[src/rtl/moving_average_n_pkg.sv]
// Purpose: shared types, rounding constants and the divide-by-shift helper for
//          the moving_average_n filter.
// Contents: sample_t/acc_t/ptr_t (default configuration), ROUND_* mode codes,
//           avg_shift() which divides a wide signed sum by 2**shift.
package moving_average_n_types;

  // Default configuration; parameterised modules size their own signals.
  localparam int unsigned DEF_DATA_W   = 8;
  localparam int unsigned DEF_WIN_LOG2 = 2;

  // Wide container that holds any legal window sum with headroom.
  localparam int unsigned WIDE_W = 64;

  localparam int unsigned ROUND_FLOOR   = 0;
  localparam int unsigned ROUND_HALF_UP = 1;

  typedef logic signed [DEF_DATA_W-1:0] sample_t;
  typedef logic signed [WIDE_W-1:0]     acc_t;
  typedef logic [DEF_WIN_LOG2-1:0]      ptr_t;

  // Divide by 2**shift; half-up mode biases by half an LSB of the result first.
  function automatic acc_t avg_shift(input acc_t sum, input int unsigned mode,
                                     input int unsigned shift);
    acc_t bias;
    bias = '0;
    if (mode == ROUND_HALF_UP) bias = acc_t'(1) <<< (shift - 1);
    return (sum + bias) >>> shift;
  endfunction

endpackage

[src/rtl/moving_average_ring.sv]
// Purpose: N-entry sample store with a wrapping write pointer. The entry about
//          to be overwritten (the oldest sample) is presented combinationally.
// Ports:
//   clk_i       clock
//   rst_i       synchronous reset, active-high (zero-fills, pointer to 0)
//   clear_i     synchronous flush, same effect as reset
//   wr_en_i     store wr_data_i at the write pointer and advance it
//   wr_data_i   sample to store
//   oldest_c_o  entry at the write pointer (combinational)
module moving_average_ring #(
  parameter int unsigned DATA_W   = 8,
  parameter int unsigned WIN_LOG2 = 2
) (
  input  logic              clk_i,
  input  logic              rst_i,
  input  logic              clear_i,
  input  logic              wr_en_i,
  input  logic [DATA_W-1:0] wr_data_i,
  output logic [DATA_W-1:0] oldest_c_o
);

  localparam int unsigned N = 1 << WIN_LOG2;

  logic [DATA_W-1:0]   mem_q [N];
  logic [WIN_LOG2-1:0] wp_q;
  logic [WIN_LOG2-1:0] wp_d;

  assign oldest_c_o = mem_q[wp_q];

  // Power-of-two depth: the pointer wraps N-1 -> 0 by natural overflow.
  always_comb begin
    wp_d = wp_q;
    if (clear_i)      wp_d = '0;
    else if (wr_en_i) wp_d = wp_q + WIN_LOG2'(1);
  end

  always_ff @(posedge clk_i) begin
    if (rst_i || clear_i) begin
      mem_q <= '{default: '0};
      wp_q  <= '0;
    end else begin
      if (wr_en_i) mem_q[wp_q] <= wr_data_i;
      wp_q <= wp_d;
    end
  end

endmodule

[src/rtl/moving_average_n.sv]
// Purpose: streaming moving average over the last 2**WIN_LOG2 signed samples,
//          divided by shift with floor or round-half-up, one-cycle latency.
// Ports:
//   system1000      clock
//   system1000_rst  synchronous reset, active-high
//   clear           synchronous window flush (lower priority than reset)
//   in_valid        in_data carries a new sample
//   in_data         signed sample
//   out_valid       out_data carries a new average
//   out_data        signed average of the window (vacant slots count as zero)
//   out_full        a full window has been accepted since last reset/clear
module moving_average_n
  import moving_average_n_types::*;
#(
  parameter int unsigned DATA_W     = 8,
  parameter int unsigned WIN_LOG2   = 2,
  parameter int unsigned ROUND_MODE = ROUND_FLOOR
) (
  input  logic              system1000,
  input  logic              system1000_rst,
  input  logic              clear,
  input  logic              in_valid,
  input  logic [DATA_W-1:0] in_data,
  output logic              out_valid,
  output logic [DATA_W-1:0] out_data,
  output logic              out_full
);

  localparam int unsigned N      = 1 << WIN_LOG2;
  localparam int unsigned SUM_W  = DATA_W + WIN_LOG2 + 1;
  localparam int unsigned FILL_W = WIN_LOG2 + 1;

  logic                    accept_c;
  logic [DATA_W-1:0]       oldest_c;
  logic signed [SUM_W-1:0] sum_q, sum_d;
  logic [FILL_W-1:0]       fill_q, fill_d;
  logic                    valid_q, valid_d;
  logic [DATA_W-1:0]       data_q, data_d;
  logic                    full_q, full_d;

  // A sample concurrent with clear is discarded.
  assign accept_c = in_valid & ~clear;

  moving_average_ring #(
    .DATA_W   (DATA_W),
    .WIN_LOG2 (WIN_LOG2)
  ) u_ring (
    .clk_i      (system1000),
    .rst_i      (system1000_rst),
    .clear_i    (clear),
    .wr_en_i    (accept_c),
    .wr_data_i  (in_data),
    .oldest_c_o (oldest_c)
  );

  // Running sum: add the new sample, retire the one it overwrites.
  always_comb begin
    sum_d   = sum_q;
    fill_d  = fill_q;
    valid_d = 1'b0;
    data_d  = data_q;
    full_d  = full_q;
    if (clear) begin
      sum_d  = '0;
      fill_d = '0;
      data_d = '0;
      full_d = 1'b0;
    end else if (in_valid) begin
      sum_d = sum_q + SUM_W'(signed'(in_data)) - SUM_W'(signed'(oldest_c));
      if (fill_q != FILL_W'(N)) fill_d = fill_q + FILL_W'(1);
      valid_d = 1'b1;
      data_d  = DATA_W'(avg_shift(WIDE_W'(sum_d), ROUND_MODE, WIN_LOG2));
      full_d  = (fill_d == FILL_W'(N));
    end
  end

  always_ff @(posedge system1000) begin
    if (system1000_rst) begin
      sum_q   <= '0;
      fill_q  <= '0;
      valid_q <= 1'b0;
      data_q  <= '0;
      full_q  <= 1'b0;
    end else begin
      sum_q   <= sum_d;
      fill_q  <= fill_d;
      valid_q <= valid_d;
      data_q  <= data_d;
      full_q  <= full_d;
    end
  end

  assign out_valid = valid_q;
  assign out_data  = data_q;
  assign out_full  = full_q;

endmodule

[config.mk]
export PLATFORM = sky130hd
export DESIGN_NAME = moving_average_n
export DESIGN_NICKNAME = d
export VERILOG_FILES = /design/src/rtl/moving_average_n_pkg.sv /design/src/rtl/moving_average_ring.sv /design/src/rtl/moving_average_n.sv
export SDC_FILE = /design/constraint.sdc
export NUM_CORES = 1
export LEC_CHECK = 0
export ABC_AREA = 1
export CORE_ASPECT_RATIO = 0.9
export CORE_UTILIZATION = 53
export DETAILED_ROUTE_END_ITERATION = 7
export PLACE_DENSITY_LB_ADDON = 0.08
export SLEW_MARGIN = 20
export SYNTH_ARGS = -nofsm -noshare
export SYNTH_HDL_FRONTEND = slang
export SYNTH_SLANG_ARGS = --single-unit
[constraint.sdc]
create_clock -name system1000 -period 2.5 [get_ports system1000]
set_input_delay 0.625 -clock system1000 [delete_from_list [all_inputs] [get_ports system1000]]
set_output_delay 0.625 -clock system1000 [all_outputs]
set_load 0.005 [all_outputs]
==> run metrics <==
via/cell ratio=5.490; WL/cell=15.26 microns; Synth Net Count=445; Inst Count DP=between 400 and 500; Synth Area in Adders=a little over an eighth; PortBufs=21; Post-DRT Antenna Nets=0; antenna cells=0; fillcell total=440; Crit-path slowest cell=fa_1; sequential power share=37.4%; Req. time, crit path=around 2.7 ns; Placement Rows=25; status=finished clean; root buffer cell=clkbuf_8; FMAX=roughly 0.40 GHz; startpoint types=flip-flop; Yosys cell types=33; GP Congestion=about 0.85; met3 capacity usage during global routing=approximately 4.3%; Slew @ Worst Pin=approximately 0.48 ns; sw frac=35.04%; Synth warnings=0; Final Util=between 70 and 80%; crit path kind=flip-flop to flip-flop; mux share of post-synthesis cell area=0%; met2 Use GR=around 44%; Post-Syn Instances=~410; boundary pin count=22; Clock Latency Late Sink=about 0.3 ns; crit share post-route=99.07%; final setup TNS=0 ns; global-route wire length before repair=approximately 12000 microns; Leak=approximately 1.6 nW; drt total wl=7783 microns; Max Transition Viols Final=0; worst-path fanout max=8; part of the power in combinational logic=around 40%; max_cap viols=0; share of cells above drive strength 1=about a quarter; H-tree depth=2; clock network power share=a little under a quarter; CTS tree=done; slowest stage delay, CP=around 0.51 ns; Fin. Hold Viols=0; total power=about 2.2 mW; final setup violation count=0; arrival time worst endpoint=2.69 ns; P_sw=roughly 760 uW; pin count of the biggest net entering global routing=33; Num CTS Buffers=5; clk sinks=49; gr busiest metal=met2; First-pass DRT Iterations=5; Core ar.=around 5300 sq um; fin nets=480; starting DRC count in detailed routing=240; initial cell density of the core=between 50% and 60%; post-DP HPWL=~5100 microns; vias in the first global route=~2600; Synth async-reset ratio=0%; M1 GR Usage=36.38%; crit-path cells=clkbuf_16 > a21oi_1 > a32oi_1 > buf_4 > fa_1 > inv_2 > ha_4 > nand2_4 > inv_2 > a21oi_2 > nand3_1 > nand2_1 > nand3_1 > nand2_1 > inv_1; Post-Syn Area=between 2000 and 3000 sq um; die area=5959 sq um; pwr dens=approximately 570 nW/um^2; Register-to-Register Path Depth=15; hold path cells=2; average cell area after synthesis=7.363 sq um; P&R area growth vs syn=26.89%; Worst setup EP type=flip-flop; Final min period=approximately 2.5 ns; DR vias=2800; Yosys reg bits=49; complex-gate fraction of the synthesized area=~17%; Die H=roughly 73 microns; Internal=about 1.4 mW; Seq/Total Area, Yosys=32.73%; total track usage=~27%; initial antenna violation count=0; Primary FF master, synth=dfxtp_1; CTS clock-pin slew for the worst setup and hold paths=roughly 0.09 ns; Relative slew margins=around two thirds; remaining global-route overflow=0; Finished Layout Cells=about 500; RSZ-0062 raised after global routing=yes; Hold Slack=~0.46 ns; xor and xnor area share after synthesis=roughly 1.2%; DIE WIDTH=between 80 and 90 microns; worst min path class=flip-flop to flip-flop; most frequent cells in the layout=nand2_1 (62), inv_1 (52), dfxtp_1 (47), a21oi_1 (44), nand3_1 (41); peak supply drop=approximately 0.38 mV; largest family of logic cells by synthesized area=simple AND/OR/NAND/NOR gates; CTS Buffer Depth=2; final routed DRC violation total=0; Post-synth EDFFs=0; Post-Route Skew=0.005026 ns; most common cell after layout, fill and taps aside=nand2_1; Synth Area in Simple Gates=21.59%
-- per-stage QoR --
step                worst slack [ns]  area, sq um
global route                -0.09010         3802
detailed placement           -0.4925         3318
global placement             -0.3901         3318
CTS                        0.0003528         3543
floorplan                    0.05722         3000
finish                       0.02334         3802
-- metal layers --
metal,vias up,part of all wire (%)
li1,1377,-
met1,1315,46
met2,96,47
met3,12,5.4
met4,0,1.5
met5,-,0
-- worst paths after layout --
check / start / endpoint / slack (ns)
setup / recovery: u_ring.wp_q[0]$_SDFFE_PP0P_ / sum_q[9]$_SDFFE_PP0P_ / 0.02
setup reg to reg: u_ring.wp_q[0]$_SDFFE_PP0P_ / sum_q[9]$_SDFFE_PP0P_ / 0.02
hold / removal: u_ring.mem_q[16]$_SDFFE_PP0P_ / u_ring.mem_q[16]$_SDFFE_PP0P_ / 0.46
hold reg to reg: u_ring.mem_q[16]$_SDFFE_PP0P_ / u_ring.mem_q[16]$_SDFFE_PP0P_ / 0.46
-- kinds of logic after synthesis --
group,count (synthesis)
AOI/OAI and AO/OA,91
xor gates and xnor gates,4
DFF,49
buffers and inverters,90
and+or+nand+nor,147
adders and majority gates,26
-- Yosys cell counts (all sizes together) (2+ instances only) --
master,instances,area [sq um]
a21oi,54,292.8
buf,21,163.9
o21ai,25,132.6
nor2,25,117.6
xor2,3,26.28
clkbuf,5,18.77
nand2,74,280.3
nor3,2,10.01
ha,17,212.7
fa,9,180.2
inv,64,245.2
nand3,44,225.2
dfxtp,49,980.9
o22ai,7,43.79
-- power by group through the flow --
stage               Clock (mW)  Sequential, mW  Combinational, mW
floorplan                    0           0.827              0.431
global placement             0           0.828              0.607
detailed placement           0           0.828              0.622
CTS                      0.516           0.811              0.709
global route             0.540           0.816              0.934
finish                   0.506           0.813              0.855
-- critical path, delay by kind of cell, from the launching register on --
| family | cells | cell delay, ns |
|---|---|---|
| DFF | 1 | 0.40 |
| buffers and inverters | 5 | 0.45 |
| and+or+nand+nor | 5 | 0.38 |
| AOI/OAI and AO/OA | 3 | 0.38 |
| adders and majority gates | 2 | 0.77 |
-- what timing repair did --
item | CTS | global route
setup buffers | 4 | 1
endpoints found under the setup margin | 6 | 7
pin swaps | 5 | 17
resized for setup | 19 | 64
cloned | 0 | 2
hold buffers | 0 | 0
-- state kept, by name (all words and copies together) (netlist names) --
signal / count
fill_q: 3
u_ring.mem_q: 32
out_valid: 1
out_full: 1
u_ring.wp_q: 2
sum_q: 10
-- final cells by class --
type	instances	area, sq um	area share (%)
multi-input combinational	268	1848	48.60
sequential	49	985.9	25.93
timing repair buffer	54	533.0	14.02
inverter	64	255.2	6.713
tap	67	83.83	2.205
clock buffer	6	82.58	2.172
clock inverter	2	13.76	0.3620
Power figures use the tool's default switching activity.
